## src/rtl/keypad_pkg.sv

```systemverilog
// Shared constants, lockout state type and key-code to ASCII mapping for the keypad front end.
package keypad_pkg;

    localparam logic [7:0] KEY_STAR = 8'h2A;
    localparam logic [7:0] KEY_HASH = 8'h23;
    localparam logic [7:0] ASCII_0  = 8'h30;
    localparam logic [7:0] ASCII_A  = 8'h41;

    typedef enum logic {IDLE, LOCKOUT} lock_state_t;

    // Hex B maps to 'B' here; the top level filters out the idle code before enqueueing.
    function automatic logic [7:0] key2ascii(input logic [3:0] code, input logic hex_mode,
                                             output logic valid);
        logic [7:0] ch;
        ch    = 8'h00;
        valid = 1'b0;
        if (code <= 4'd9) begin
            ch    = ASCII_0 + {4'h0, code};
            valid = 1'b1;
        end else if (hex_mode) begin
            ch    = ASCII_A + {4'h0, code - 4'd10};
            valid = 1'b1;
        end else if (code == 4'hA) begin
            ch    = KEY_STAR;
            valid = 1'b1;
        end else if (code == 4'hC) begin
            ch    = KEY_HASH;
            valid = 1'b1;
        end
        return ch;
    endfunction

endpackage

```

## src/rtl/sync_fifo.sv

```systemverilog
// First-word-fall-through synchronous FIFO with wrap-bit pointers and occupancy count.
module sync_fifo #(
    parameter int unsigned WIDTH = 8,
    parameter int unsigned DEPTH = 8
) (
    input  logic                       clk_i,
    input  logic                       rst_i,
    input  logic                       push_i,
    input  logic [WIDTH-1:0]           wdata_i,
    input  logic                       pop_i,
    output logic [WIDTH-1:0]           rdata_o,
    output logic [$clog2(DEPTH+1)-1:0] count_o,
    output logic                       full_o,
    output logic                       empty_o
);

    localparam int unsigned AW = $clog2(DEPTH);

    logic [WIDTH-1:0] mem_q [DEPTH];
    logic [AW:0]      wptr_q, rptr_q;
    logic             wr_en, rd_en;

    assign empty_o = (wptr_q == rptr_q);
    assign full_o  = (wptr_q[AW] != rptr_q[AW]) && (wptr_q[AW-1:0] == rptr_q[AW-1:0]);
    assign count_o = wptr_q - rptr_q;
    assign rd_en   = pop_i && !empty_o;
    // A full FIFO still accepts a write when the head leaves in the same cycle.
    assign wr_en   = push_i && (!full_o || rd_en);
    assign rdata_o = empty_o ? '0 : mem_q[rptr_q[AW-1:0]];

    always_ff @(posedge clk_i) begin
        if (rst_i) begin
            wptr_q <= '0;
            rptr_q <= '0;
        end else begin
            if (wr_en) wptr_q <= wptr_q + 1'b1;
            if (rd_en) rptr_q <= rptr_q + 1'b1;
        end
    end

    always_ff @(posedge clk_i) begin
        if (wr_en) mem_q[wptr_q[AW-1:0]] <= wdata_i;
    end

endmodule

```

## src/rtl/keypad_ascii_fifo.sv

```systemverilog
// Keypad front end: press detection, repeat lockout, ASCII mapping and a buffered byte stream.
module keypad_ascii_fifo
    import keypad_pkg::*;
#(
    parameter int unsigned DEPTH     = 8,
    parameter bit          HEX_MODE  = 1'b0,
    parameter logic [3:0]  IDLE_CODE = 4'd11,
    parameter int unsigned HOLDOFF   = 1000
) (
    input  logic                       clk,
    input  logic                       reset,
    input  logic [3:0]                 num,
    input  logic                       PB_state,
    input  logic                       clear_ovf,
    output logic [7:0]                 data,
    output logic                       valid,
    input  logic                       ready,
    output logic [7:0]                 LED,
    output logic [$clog2(DEPTH+1)-1:0] count,
    output logic                       full,
    output logic                       empty,
    output logic                       drop,
    output logic                       overflow
);

    localparam int unsigned HW = (HOLDOFF > 1) ? $clog2(HOLDOFF) : 1;
    localparam logic [HW-1:0] HOLD_INIT = HW'(HOLDOFF - 1);

    lock_state_t   state_q, state_d;
    logic [HW-1:0] hold_q, hold_d;
    logic          pb_q;
    logic [7:0]    led_q;
    logic          drop_q, drop_d;
    logic          ovf_q, ovf_d;
    logic [7:0]    key_char;
    logic          key_mapped;
    logic          press, push, pop, ovf_set;

    always_comb begin
        key_char = key2ascii(num, HEX_MODE, key_mapped);
        press    = PB_state && !pb_q && (num != IDLE_CODE);
        pop      = valid && ready;
        state_d  = state_q;
        hold_d   = hold_q;
        push     = 1'b0;
        drop_d   = 1'b0;
        ovf_set  = 1'b0;
        unique case (state_q)
            IDLE: begin
                if (press) begin
                    state_d = LOCKOUT;
                    hold_d  = HOLD_INIT;
                    if (key_mapped && (!full || pop)) begin
                        push = 1'b1;
                    end else begin
                        drop_d  = 1'b1;
                        ovf_set = key_mapped;
                    end
                end
            end
            LOCKOUT: begin
                if (hold_q == '0) state_d = IDLE;
                else              hold_d  = hold_q - 1'b1;
            end
            default: state_d = IDLE;
        endcase
        ovf_d = clear_ovf ? 1'b0 : (ovf_q || ovf_set);
    end

    // pb_q resets high so a key held across reset is not seen as a fresh press.
    always_ff @(posedge clk) begin
        if (reset) begin
            state_q <= IDLE;
            hold_q  <= '0;
            pb_q    <= 1'b1;
            led_q   <= 8'h00;
            drop_q  <= 1'b0;
            ovf_q   <= 1'b0;
        end else begin
            state_q <= state_d;
            hold_q  <= hold_d;
            pb_q    <= PB_state;
            drop_q  <= drop_d;
            ovf_q   <= ovf_d;
            if (push) led_q <= key_char;
        end
    end

    sync_fifo #(
        .WIDTH (8),
        .DEPTH (DEPTH)
    ) u_fifo (
        .clk_i   (clk),
        .rst_i   (reset),
        .push_i  (push),
        .wdata_i (key_char),
        .pop_i   (pop),
        .rdata_o (data),
        .count_o (count),
        .full_o  (full),
        .empty_o (empty)
    );

    assign valid    = !empty;
    assign LED      = led_q;
    assign drop     = drop_q;
    assign overflow = ovf_q;

endmodule

```

## config.mk

```make
export PLATFORM = sky130hd
export DESIGN_NAME = keypad_ascii_fifo
export DESIGN_NICKNAME = d
export VERILOG_FILES = /design/src/rtl/keypad_pkg.sv /design/src/rtl/sync_fifo.sv /design/src/rtl/keypad_ascii_fifo.sv
export SDC_FILE = /design/constraint.sdc
export NUM_CORES = 1
export LEC_CHECK = 0
export ABC_AREA = 0
export CORE_UTILIZATION = 50
export DETAILED_ROUTE_END_ITERATION = 6
export PLACE_DENSITY = 0.77
export SETUP_SLACK_MARGIN = 0.4
export SLEW_MARGIN = 20
export SYNTH_ARGS = -nofsm -noshare
export SYNTH_HDL_FRONTEND = slang
export SYNTH_SLANG_ARGS = --single-unit
```

## constraint.sdc

```tcl
create_clock -name clk -period 3.3 [get_ports clk]
set_input_delay 0.33 -clock clk [delete_from_list [all_inputs] [get_ports clk]]
set_output_delay 0.33 -clock clk [all_outputs]
set_load 0.02 [all_outputs]
```

==> results.md <==
## Status
* finished, final reports clean — outcome

## Cells and area
* 0 — diode count
* 501 — total of fill cells in the finished design
* 323 — total number of nets in the final design
* 17.6% — signed area change from the synthesized netlist to the final layout
* 391 — count of placed standard cells in the final layout, fillers left out
* 0.00131 sq mm — area of combinational cells with multiple inputs
* 17.0% — share of post-route cells with drive strength above 1
* 0.00411 sq mm — final instance area
* 60.8% — final standard cell utilization of the core
* 0.00206 sq mm — register cell area after layout

## Drt
* 4 — first-pass detailed-route iteration total
* 5.86 — detail-routed via count per cell
* 2291 — total via count in the routed design
* 0 — residual antenna-violating net count after detailed routing
* 0 — post-route DRC violation count
* 6.72 mm — Total Wirelength
* 112 — Detailed Route Iter0 Violations
* 17.2 microns — routed length per placed instance

## Floorplanning
* 85.6 microns — Die X
* 0.00676 sq mm — standard cell core area
* 0.00732 sq mm — Die ar.
* 30 — Std-Cell Rows
* 85.6 microns — vertical extent of the die
* 51.7% — initial standard-cell utilization of the core
* 34 — Boundary Pins

## Logic synthesis
* sky130_fd_sc_hd__edfxtp_1 — post-synth top area cell
* 41.3% — area share of the largest cell type after synthesis
* 59.1% — share of the yosys chip area belonging to registers
* 52 — distinct cell type count of the synthesized netlist
* 0% — Synth async-reset ratio
* 0.00349 sq mm — cell area after synthesis
* sky130_fd_sc_hd__edfxtp_1, sky130_fd_sc_hd__dfxtp_1, sky130_fd_sc_hd__mux4_2 — top area cells in the synthesized netlist
* 0 — Ys Warns
* 79 — number of register bits inferred by synthesis
* 265 — number of instances in the synthesized netlist
* 48 — number of synthesized flops with an enable pin
* sky130_fd_sc_hd__edfxtp_1 — prevailing post-synth register cell
* 13.2 sq um — Avg Cell Area, Syn

## Critical path
* 2.34 ns — Arrival @ worst endpoint
* 8 — largest fanout on the critical path
* 2.97 ns — WP data required
* inv_1, ha_1, fa_1, xnor2_1, clkdlybuf4s50_1 — critical path, cell by cell
* flip-flop to output pin — worst setup path category
* 0.61 ns — peak per-stage delay on the critical path
* sky130_fd_sc_hd__clkdlybuf4s50_1 — slowest cell on the critical path
* flip-flop — Worst Setup Start Kind
* output pin — critical path capture point type
* 0.85 ns — Reg2Reg Setup Slack

## Global route
* 20.3% — global router's overall resource usage
* 2144 — vias in the first global route
* 0 — number of antenna violations at the first check in global routing
* 11.0 mm — first-pass GRT wire length
* 0 — total congestion overflow after global routing
* 22 — maximum number of pins on one net before global-route repair

## STA
* no — unrepaired setup endpoints after global routing
* 374 MHz — maximum operating frequency
* 0 — count of final hold-check violations
* 1.04 ns — Worst-Margin Slew
* 81.0% — share of the clock period used by the worst path
* 29.9% — relative slew slack
* 0 — total setup violations reported at the end of the flow
* 0.0121 ns — Worst Clk Skew
* 2.67 ns — final critical-path required period
* 0 ns — final setup TNS
* 0 — number of max-slew violations in the final report

## Power
* 0.000301 V — Max VDD drop
* 0.00139 uW — P_leak
* 2100 uW — total power consumption of the routed design
* 511 mW/mm^2 — Power Density

## Clock tree
* 0 — buffer count from post-CTS setup fixing
* 9 — total CTS buffers
* 2 — maximum clock insertion buffer count
* 79 — TritonCTS Sinks
* 3 — deepest level of the CTS H-tree
* 0.34 ns — source-to-sink clock delay at the later pin of the worst-skew pair
* 0.08 ns — clock-pin slew reported for the worst setup and hold paths after clock tree synthesis
* yes — CTS tree
* sky130_fd_sc_hd__clkbuf_8 — master cell of the clock root buffer

## Place
* 0.00389 sq mm — Placement Cell Area
* 375 — cell count after placement
* 29 — number of buffers added on ports
* 0.843 — Routability Congestion
* 4.75 mm — total half-perimeter wirelength after legalization and detailed placement

## Job
* 0 — number of maximum-capacitance violations

## Worst hold path
* flip-flop to flip-flop — path category of the worst min-delay check

-- timing repair --
action	in CTS	in global routing
endpoints found under the setup margin	2	1
hold buffers	0	0
gates resized for setup	1	1
-- cells by family (layout without fill, tap and decap cells) --
| family | count (synthesis) | after routing | synth area share, % |
|---|---|---|---|
| mux | 22 | 22 | 10.7 |
| flops | 79 | 79 | 59.1 |
| xor+xnor | 10 | 10 | 2.51 |
| simple gates | 71 | 71 | 10.7 |
| fa+ha+maj | 9 | 9 | 3.40 |
| other cells | 1 | 4 | 0.107 |
| compound gates | 47 | 47 | 9.57 |
| buf+inv | 26 | 69 | 3.94 |
-- sequential cells by signal (all words and copies together), names as in the netlist, named ones only --
name	cells
pb_q	1
u_fifo.mem_q	48
state_q	1
hold_q	10
overflow	1
u_fifo.wptr_q	4
u_fifo.rptr_q	4
drop	1
LED	6
-- cell usage in the layout (no fill, tap or decap), drive strengths merged, types with 11 or more instances in the layout --
cell type      netlist  layout
clkdlybuf4s50        0      29
mux4                12      12
edfxtp              48      48
inv                 12      16
dfxtp               31      31
nor3                15      15
buf                  8      11
a21oi               15      15
nor2                23      23
-- final timing paths --
kind / depth (start not counted) / endpoint / startpoint
hold reg to reg: 2 / LED[3] / LED[3]
setup reg to reg: 9 / u_fifo.mem_q[1][5] / u_fifo.wptr_q[0]
setup / recovery: 5 / count[2] / u_fifo.wptr_q[0]
hold / removal: 2 / LED[3] / LED[3]
-- synthesized netlist by cell type (3+ instances only) --
master / number
sky130_fd_sc_hd__a21oi_1: 14
sky130_fd_sc_hd__edfxtp_1: 48
sky130_fd_sc_hd__mux2i_1: 8
sky130_fd_sc_hd__nor4_1: 9
sky130_fd_sc_hd__nor3_1: 14
sky130_fd_sc_hd__o211ai_1: 3
sky130_fd_sc_hd__dfxtp_1: 31
sky130_fd_sc_hd__buf_6: 3
sky130_fd_sc_hd__nor2_1: 23
sky130_fd_sc_hd__xor2_1: 6
sky130_fd_sc_hd__inv_1: 12
sky130_fd_sc_hd__o21ai_0: 8
sky130_fd_sc_hd__nand3_1: 6
sky130_fd_sc_hd__a211oi_1: 5
sky130_fd_sc_hd__xnor2_1: 4
sky130_fd_sc_hd__nand2_1: 3
sky130_fd_sc_hd__clkbuf_1: 5
sky130_fd_sc_hd__nor3b_1: 3
sky130_fd_sc_hd__ha_1: 7
sky130_fd_sc_hd__buf_4: 4
sky130_fd_sc_hd__mux4_2: 12
-- layer usage --
layer  wire length, microns  GRT usage [%]  vias up  part of all wire, %
met2                   3470           32.6       90                   52
met3                    397           5.87        8                  5.9
met4                     93           9.85        0                  1.4
met1                   2760           25.4     1105                   41
met5                      0              0        -                    0
li1                       -              -     1088                    -
-- stage by stage --
step	setup slack (ns)	hold slack, ns
after CTS	0.556	0.506
after global placement	0.688	0.477
after global routing	0.514	0.532
final	0.627	0.501
after floorplan	0.865	0.407
after detailed placement	0.692	0.493
-- where the power goes --
group          switching, uW  internal [uW]
Combinational            156            120
Clock                    368            366
Sequential              19.4           1070
-- final cells by class --
class / count / share of cell area (%)
inverter: 13 / 1.22
sequential: 79 / 50.2
clock inverter: 7 / 2.10
multi-input combinational: 163 / 31.9
timing repair buffer: 40 / 9.08
tap: 80 / 2.44
clock buffer: 9 / 3.02
-- critical path, delay by kind of cell, from the launching register on --
kind,cells,cell delay (ns)
DFF,1,0.47
buffers and inverters,2,0.77
adders and majority gates,2,0.62
xor gates and xnor gates,1,0.15
(Power assumes the default switching activity.)
